`src/rtl/cond_pkg.sv`:
```
// Shared types and constants for the conditional-execution stage.
// Holds the condition-code enum and the flag / flag-write bit positions.
package cond_pkg;

  typedef enum logic [3:0] {
    EQ = 4'b0000,
    NE = 4'b0001,
    CS = 4'b0010,
    CC = 4'b0011,
    MI = 4'b0100,
    PL = 4'b0101,
    VS = 4'b0110,
    VC = 4'b0111,
    HI = 4'b1000,
    LS = 4'b1001,
    GE = 4'b1010,
    LT = 4'b1011,
    GT = 4'b1100,
    LE = 4'b1101,
    AL = 4'b1110,
    NV = 4'b1111
  } cond_e;

  localparam int FLAG_N   = 3;
  localparam int FLAG_Z   = 2;
  localparam int FLAG_C   = 1;
  localparam int FLAG_V   = 0;
  localparam int FLAGW_NZ = 1;
  localparam int FLAGW_CV = 0;

endpackage

```
`src/rtl/cond_check.sv`:
```
// Combinational condition evaluator: Cond field vs registered {N,Z,C,V}.
// Ports: Cond (4), Flags (4) in; CondEx out. NV (reserved) never passes.
module cond_check
  import cond_pkg::*;
(
  input  logic [3:0] Cond,
  input  logic [3:0] Flags,
  output logic       CondEx
);

  logic n;
  logic z;
  logic c;
  logic v;
  logic ge;

  assign n  = Flags[FLAG_N];
  assign z  = Flags[FLAG_Z];
  assign c  = Flags[FLAG_C];
  assign v  = Flags[FLAG_V];
  assign ge = (n == v);

  always_comb begin
    CondEx = 1'b0;
    unique case (cond_e'(Cond))
      EQ: CondEx = z;
      NE: CondEx = ~z;
      CS: CondEx = c;
      CC: CondEx = ~c;
      MI: CondEx = n;
      PL: CondEx = ~n;
      VS: CondEx = v;
      VC: CondEx = ~v;
      HI: CondEx = c & ~z;
      LS: CondEx = ~c | z;
      GE: CondEx = ge;
      LT: CondEx = ~ge;
      GT: CondEx = ~z & ge;
      LE: CondEx = z | ~ge;
      AL: CondEx = 1'b1;
      NV: CondEx = 1'b0;
    endcase
  end

endmodule

```
`src/rtl/cond_logic.sv`:
```
// Flags register (NZ / CV groups) and condition-gated write enables.
// In: clk, reset, Cond, ALUFlags, FlagW, PCS, RegW, MemW, NoWrite, Stall.
// Out: PCSrc, RegWrite, MemWrite, CondEx, Flags (registered {N,Z,C,V}).
module cond_logic
  import cond_pkg::*;
(
  input  logic       clk,
  input  logic       reset,
  input  logic [3:0] Cond,
  input  logic [3:0] ALUFlags,
  input  logic [1:0] FlagW,
  input  logic       PCS,
  input  logic       RegW,
  input  logic       MemW,
  input  logic       NoWrite,
  input  logic       Stall,
  output logic       PCSrc,
  output logic       RegWrite,
  output logic       MemWrite,
  output logic       CondEx,
  output logic [3:0] Flags
);

  logic [1:0] nz;
  logic [1:0] cv;
  logic       upd;

  assign Flags = {nz, cv};

  // CondEx sees the pre-edge flags, so a flag-setting
  // instruction is qualified by the old values.
  cond_check u_check (
    .Cond   (Cond),
    .Flags  (Flags),
    .CondEx (CondEx)
  );

  assign upd = ~Stall & CondEx;

  always_ff @(posedge clk or posedge reset) begin
    if (reset) begin
      nz <= 2'b00;
    end else if (upd & FlagW[FLAGW_NZ]) begin
      nz <= ALUFlags[FLAG_N:FLAG_Z];
    end
  end

  always_ff @(posedge clk or posedge reset) begin
    if (reset) begin
      cv <= 2'b00;
    end else if (upd & FlagW[FLAGW_CV]) begin
      cv <= ALUFlags[FLAG_C:FLAG_V];
    end
  end

  assign PCSrc    = PCS & CondEx;
  assign RegWrite = RegW & CondEx & ~NoWrite;
  assign MemWrite = MemW & CondEx;

endmodule

```
`config.mk`:
```
export PLATFORM = sky130hd
export DESIGN_NAME = cond_logic
export DESIGN_NICKNAME = d
export VERILOG_FILES = /design/src/rtl/cond_pkg.sv /design/src/rtl/cond_check.sv /design/src/rtl/cond_logic.sv
export SDC_FILE = /design/constraint.sdc
export NUM_CORES = 1
export LEC_CHECK = 0
export BUFFER_PORTS_ARGS = -buffer_cell sky130_fd_sc_hd__buf_4
export CELL_PAD_IN_SITES_DETAIL_PLACEMENT = 0
export CELL_PAD_IN_SITES_GLOBAL_PLACEMENT = 2
export CORE_MARGIN = 2
export CORE_UTILIZATION = 19
export DETAILED_ROUTE_END_ITERATION = 8
export HOLD_SLACK_MARGIN = 0.08
export PLACE_DENSITY = 0.7
export SKIP_CTS_REPAIR_TIMING = 1
export SYNTH_ARGS = -nofsm -noshare
export SYNTH_HDL_FRONTEND = slang
export SYNTH_HIERARCHICAL = 1
export SYNTH_SLANG_ARGS = --single-unit
```
`constraint.sdc`:
```
create_clock -name clk -period 2.23 [get_ports clk]
set_input_delay 0.223 -clock clk [delete_from_list [all_inputs] [get_ports clk]]
set_output_delay 0.223 -clock clk [all_outputs]
set_load 0.05 [all_outputs]
```
==> results of run 1 <==
## logic make-up after synthesis
logic type,Yosys count
and+or+nand+nor,11
AOI/OAI and AO/OA,9
muxes,5
xor gates and xnor gates,4
DFF,4
buffers and inverters,4
## path summary, 6_finish.rpt
kind	endpoint	slack [ns]	cells past startpoint
min	cv[1]	0.20	2
max	RegWrite	-0.02	7
max reg2reg	cv[0]	0.09	8
min in group asynchronous	nz[0]	0.43	3
min reg2reg	nz[1]	0.56	1
max in group asynchronous	cv[0]	1.64	3
## power breakdown
| part | leakage, nW | switching [mW] | internal [mW] |
|---|---|---|---|
| clock | 0.0138 | 0.0296 | 0.0602 |
| combinational | 0.240 | 0.343 | 0.263 |
| sequential | 0.0452 | 0.0569 | 0.114 |
| total | 0.299 | 0.430 | 0.438 |
## cells in the final DEF, fill, tap and decap left out, drive strengths merged
cell type    netlist  routed
a2111oi            1       1
a211oi             1       1
a21oi              3       3
a311oi             1       1
and2               2       2
and3b              1       1
buf                1      28
clkbuf             1       3
dfrtp              4       4
dlygate4sd3        0       1
inv                2       2
mux2               4       4
mux2i              1       1
nand2b             1       1
nand3b             2       2
nor2               2       2
nor2b              1       1
nor3               1       1
nor4b              1       1
o21ai              1       1
o22a               1       1
o22ai              1       1
xnor2              1       1
xor2               3       3
## layout make-up
class / count / area [sq um]
clock buffers: 3 / 22.5
fillers: 185 / 1040
inverters: 2 / 7.51
multi-input cells: 29 / 265
flip-flops and latches: 4 / 103
well taps: 25 / 31.3
repair buffers: 29 / 243
## metal layers
metal / GRT usage (%) / vias up / routed length, microns
li1: - / 193 / -
met1: 8.45 / 183 / 359
met2: 15.6 / 16 / 487
met3: 3.14 / 3 / 91
met4: 8.00 / 0 / 25
met5: 0 / - / 0
## critical path, stage by stage, from the launching register on
cell and delay, ns:
dfrtp_2 0.42, xor2_2 0.19, xor2_1 0.16, a2111oi_2 0.36, a311oi_2 0.11, o22ai_4 0.18
and3b_2 0.23, buf_8 0.14
## state kept, by name (all words and copies together), names as in the netlist
register  flops
nz            2
cv            2
## through the flow
step                hold slack, ns  instance area, sq um
detailed placement           0.119                   568
finish                       0.200                   672
CTS                         -0.132                   591
global route                 0.197                   672
global placement             0.120                   568
floorplan                  -0.0111                   368
==> results.yml, run 1 <==
run_status:
  run_status: "finished, violations left"
  violations: "negative setup slack"
finish:
  utilization_pct: 39.3
  fin_cells: 92
  nets: 86
  area_delta_synth_final_pct: 95.3
  drive_gt1_share_pct: 62.7
  antenna_cells: 0
placement:
  io_buffers: 24
  place_inst: 84
  gp_congestion: 0.703
  hpwlAfterDp_microns: 711
  place_worst_setup_slack_ns: 0.136
hold_path:
  hold_path_class: "input port to register"
  min_from: "ALUFlags[1]"
timing:
  setup_ws_ns: -0.0176
  period_share_pct: 101
  finalHoldViolations: 0
  slew_viol_final: 0
  worstMarginPinSlew_ns: 0.521
  fin_skew_ns: 0.00109
  layout_min_cycle_time_ns: 2.25
  fmax_mhz: 445
  max_slew_margin_pct: 64.8
  rsz0062_at_grt: "yes"
  tns_ns: -0.0176
  setup_viol: 1
global_routing:
  grt_pass1_wl_microns: 1370
  grt_usage_pct: 9.11
  overflow: 0
  grt_max_degree: 9
  grt_pass1_vias: 379
  antenna_found_initial: 0
worst_setup_path:
  arrival_ns: 2.02
  critPathCaptureType: "output pin"
  worstSetupStartpoint: "cv[0]"
  critical_path_class: "register to output pin"
  cp.required_ns: 2.01
  crit_fanout: 5
  worstSetupStartpointType: "register"
  worstReg2RegStart: "cv[0]"
synth:
  synth_cells: 37
  synthSimpleGateAreaFrac_pct: 21.5
  yosysWarnings: 6
  synth_ff_type: "dfrtp_1"
  synth-seq-cells: 4
  synth_cell_types: 23
  yosys.area_share.adder_pct: 0
  synthTopCellsByCount: "dfrtp_1 (4), mux2_1 (4), a21oi_1 (3), xor2_1 (3)"
  synth_area_sq_um: 344
  synthXorXnorAreaFrac_pct: 10.2
  synth_compound_area_share_pct: 17.8
  synthTopCellsByArea: "dfrtp_1 (29%), mux2_1 (13%), xor2_1 (7.6%)"
  synth_top_cell_by_area: "dfrtp_1"
  async_flop_share_pct: 100
  synth_top_family_by_area: "simple AND/OR/NAND/NOR gates"
  syn-num-nets: 54
  synth.top_cell.area_share_pct: 29.1
  synth_edf_count: 0
  synth.avg_cell_area_sq_um: 9.30
  synthMuxAreaShare_pct: 16.0
  yosysSeqAreaShare_pct: 29.1
drt:
  first_pass_iters: 2
  drt-vias-per-instance: 4.29
  drc: 0
  vias: 395
  ant_nets: 0
  drt_iter0_markers: 1
  routedWlPerCell_microns: 10.5
  wl_microns: 963
clocking:
  cts_tree: "yes"
  clk_latency_ns: 0.24
  cts.htree.levels: 1
  numCtsBuffers: 3
  cts_buffer_depth: 2
  cts_sinks: 4
  clk_pin_slew_worst_paths_ns: 0.04
  cts-root-buf: "clkbuf_4"
die:
  num_rows: 15
  initial_utilization_pct: 20.1
  io_pins: 25
  die_h_microns: 46.6
  die_x_microns: 46.6
  die_area_sq_mm: 0.00217
  core-area_sq_mm: 0.00171
power_and_ir_drop:
  leakage_nw: 0.299
  power.total_mw: 0.867
  vdd_ir_drop_max_v: 0.000891
  powerDensity_mw_per_mm2: 1290
flow_run:
  cap_violations: 0
No activity file was read; power rests on OpenSTA's default activity.
==> run 2: changes to the inputs <==
ABC_AREA = 1   (was default)
CORE_UTILIZATION = 18   (was 19)
PLACE_DENSITY = 0.69   (was 0.7)
clock period = 2.5 ns   (was 2.23 ns; I/O delays follow)
==> run 2 against run 1 <==
Net effect:
- the run now ends clean
- cell count up 38%
- setup slack better by 0.46 ns
- design area is 1.5% lower
- global-route usage is 0.32 points higher
- synthesized cell count rose by 95%
- combinational power shrank 23%
- clock-buffer cell count did not move
- critical path depth is 5 higher
- area after synthesis rose by 23%
- worst hold slack improved by 0.074 ns
- highest routed layer unchanged
==> results.yml, run 2 <==
finish:
  nets: 118
  utilization_pct: 29.9
  final_common_cell: "nand2_1"
  drive_gt1_share_pct: 37.4
  final_cell_mix: "nand2_1 (28), buf_4 (24), inv_1 (9)"
  antenna_cells: 0
  fin_cells: 127
  area_delta_synth_final_pct: 56.5
  fillers: 257
  final_area_sq_um: 662
  reg_top3: "cv x2, nz x2"
worst_setup_path:
  rrSetupSlack_ns: 0.95
  critical_path.top_delay_family: "simple AND/OR/NAND/NOR gates"
  critical_path_class: "register to output pin"
  path_cells: "inv_1 > nand2_1 > nand2_1 > nand3_1 > nand2_1 > nand2_1 > nand3_1 > nand2_1 > nand3_2 > nand2_1 > nor2_2 > buf_4"
  arrival_ns: 1.80
  max_stage_delay_ns: 0.41
  worstSetupStartpointType: "register"
  slowest_stage: "dfrtp_1"
  worstReg2RegStart: "nz[1]"
  cp-endpoint: "RegWrite"
  crit_fanout: 10
  r2r_end: "cv[0]"
  cp.depth: 12
  worstSetupStartpoint: "nz[1]"
  cp.required_ns: 2.25
  rr_worst_depth: 12
  critPathBufInv: 2
  cp_common_cell: "nand2_1"
  critPathCaptureType: "output pin"
drt:
  drc: 0
  drt-vias-per-instance: 4.14
  first_pass_iters: 3
  drt_iter0_markers: 4
  wl_microns: 1120
  routedWlPerCell_microns: 8.81
  vias: 526
  ant_nets: 0
clocking:
  numCtsBuffers: 3
  cts-root-buf: "clkbuf_4"
  cts_tree: "yes"
  clk_latency_ns: 0.23
  cts_sinks: 4
  cts.htree.levels: 1
  cts_buffer_depth: 2
  clk_pin_slew_worst_paths_ns: 0.04
die:
  die_h_microns: 52.5
  core-area_sq_mm: 0.00221
  die_area_sq_mm: 0.00275
  initial_utilization_pct: 19.1
  num_rows: 17
  io_pins: 25
  die_x_microns: 52.5
global_routing:
  grt_usage_pct: 9.44
  antenna_found_initial: 0
  grt_max_degree: 11
  grt_pass1_vias: 522
  grt_pass1_wl_microns: 1900
  overflow: 0
synth:
  synthTopCellsByCount: "nand2_1 (28), inv_1 (9), nand3_1 (8)"
  synth_area_sq_um: 423
  synth.top_cell.area_share_pct: 24.9
  synth.avg_cell_area_sq_um: 5.87
  synth_top_cell_by_area: "nand2_1"
  synth_cell_types: 15
  synth_cells: 72
  yosysSeqAreaShare_pct: 23.7
  synthMostInstantiatedCell: "nand2_1"
  synth_edf_count: 0
  synthTopCellsByArea: "nand2_1 (25%), dfrtp_1 (24%), nand3_1 (9.5%)"
  synth-seq-cells: 4
  async_flop_share_pct: 100
  synth_ff_type: "dfrtp_1"
  yosysWarnings: 6
  syn-num-nets: 89
flow_run:
  cap_violations: 0
timing:
  max_slew_margin_pct: 84.6
  worstMarginPinSlew_ns: 0.231
  hold_slack_ns: 0.274
  layout_min_cycle_time_ns: 2.05
  slew_viol_final: 0
  tns_ns: 0
  fin_skew_ns: 0.000322
  finalHoldViolations: 0
  fmax_mhz: 487
  setup_ws_ns: 0.446
  setup_viol: 0
  period_share_pct: 82.2
  rsz0062_at_grt: "no"
run_status:
  run_status: "finished, final reports clean"
hold_path:
  hold_path_class: "input port to register"
  min_from: "ALUFlags[2]"
power_and_ir_drop:
  sw_frac_of_total_pct: 57.2
  pwr-share-clk_pct: 11.1
  vdd_ir_drop_max_v: 0.000416
  seq_power_share_pct: 20.7
  combPwrFrac_pct: 68.2
  p_sw_mw: 0.395
  powerDensity_mw_per_mm2: 1040
  power.total_mw: 0.690
  p_int_mw: 0.295
  leakage_nw: 0.377
placement:
  gp_congestion: 0.718
  hpwlAfterDp_microns: 969
  place_worst_setup_slack_ns: 0.674
  io_buffers: 24
  postPlaceCellArea_sq_um: 629
  place_inst: 123
==> run 2: worst min-delay path by stage <==
stage	end	depth (start not counted)
after floorplan	cv[0]	1
after global placement	nz[1]	2
after detailed placement	nz[1]	2
after CTS	nz[1]	2
after global routing	nz[1]	3
final	nz[0]	3
==> run 2: cell families (layout without fill, tap and decap cells) <==
kind of cell | Yosys count | in the layout | share of synthesized area [%]
and+or+nand+nor | 49 | 49 | 54.4
buffers and inverters | 13 | 40 | 13.6
AOI/OAI and AO/OA | 6 | 6 | 8.28
DFF | 4 | 4 | 23.7
==> run 2: tightest hold or removal path, delay by kind of cell <==
| kind | cells | cell delay, ns |
|---|---|---|
| simple gates | 2 | 0.14 |
| buf+inv | 1 | 0.07 |
==> run 2: metal layers <==
layer  GRT usage, %  vias up  routed length (microns)
li1               -      287                        -
met1           10.2      218                      483
met2           17.1       19                      545
met3           1.71        2                       86
met4           5.13        0                        4
met5              0        -                        0
==> run 2: power by group through the flow <==
stage,clock (mW),combinational (mW),sequential (mW)
floorplan,0,0.249,0.239
global placement,0,0.477,0.143
detailed placement,0,0.475,0.146
CTS,0.0807,0.475,0.145
global route,0.0820,0.517,0.151
finish,0.0767,0.470,0.142
==> run 2: area by class of cell <==
class,instances,area (sq um),share of cell area [%]
inverters,12,46.3,6.99
clock buffers,3,22.5,3.40
flip-flops and latches,4,100,15.1
well taps,28,35.0,5.29
repair buffers,25,190,28.7
multi-input cells,55,268,40.5
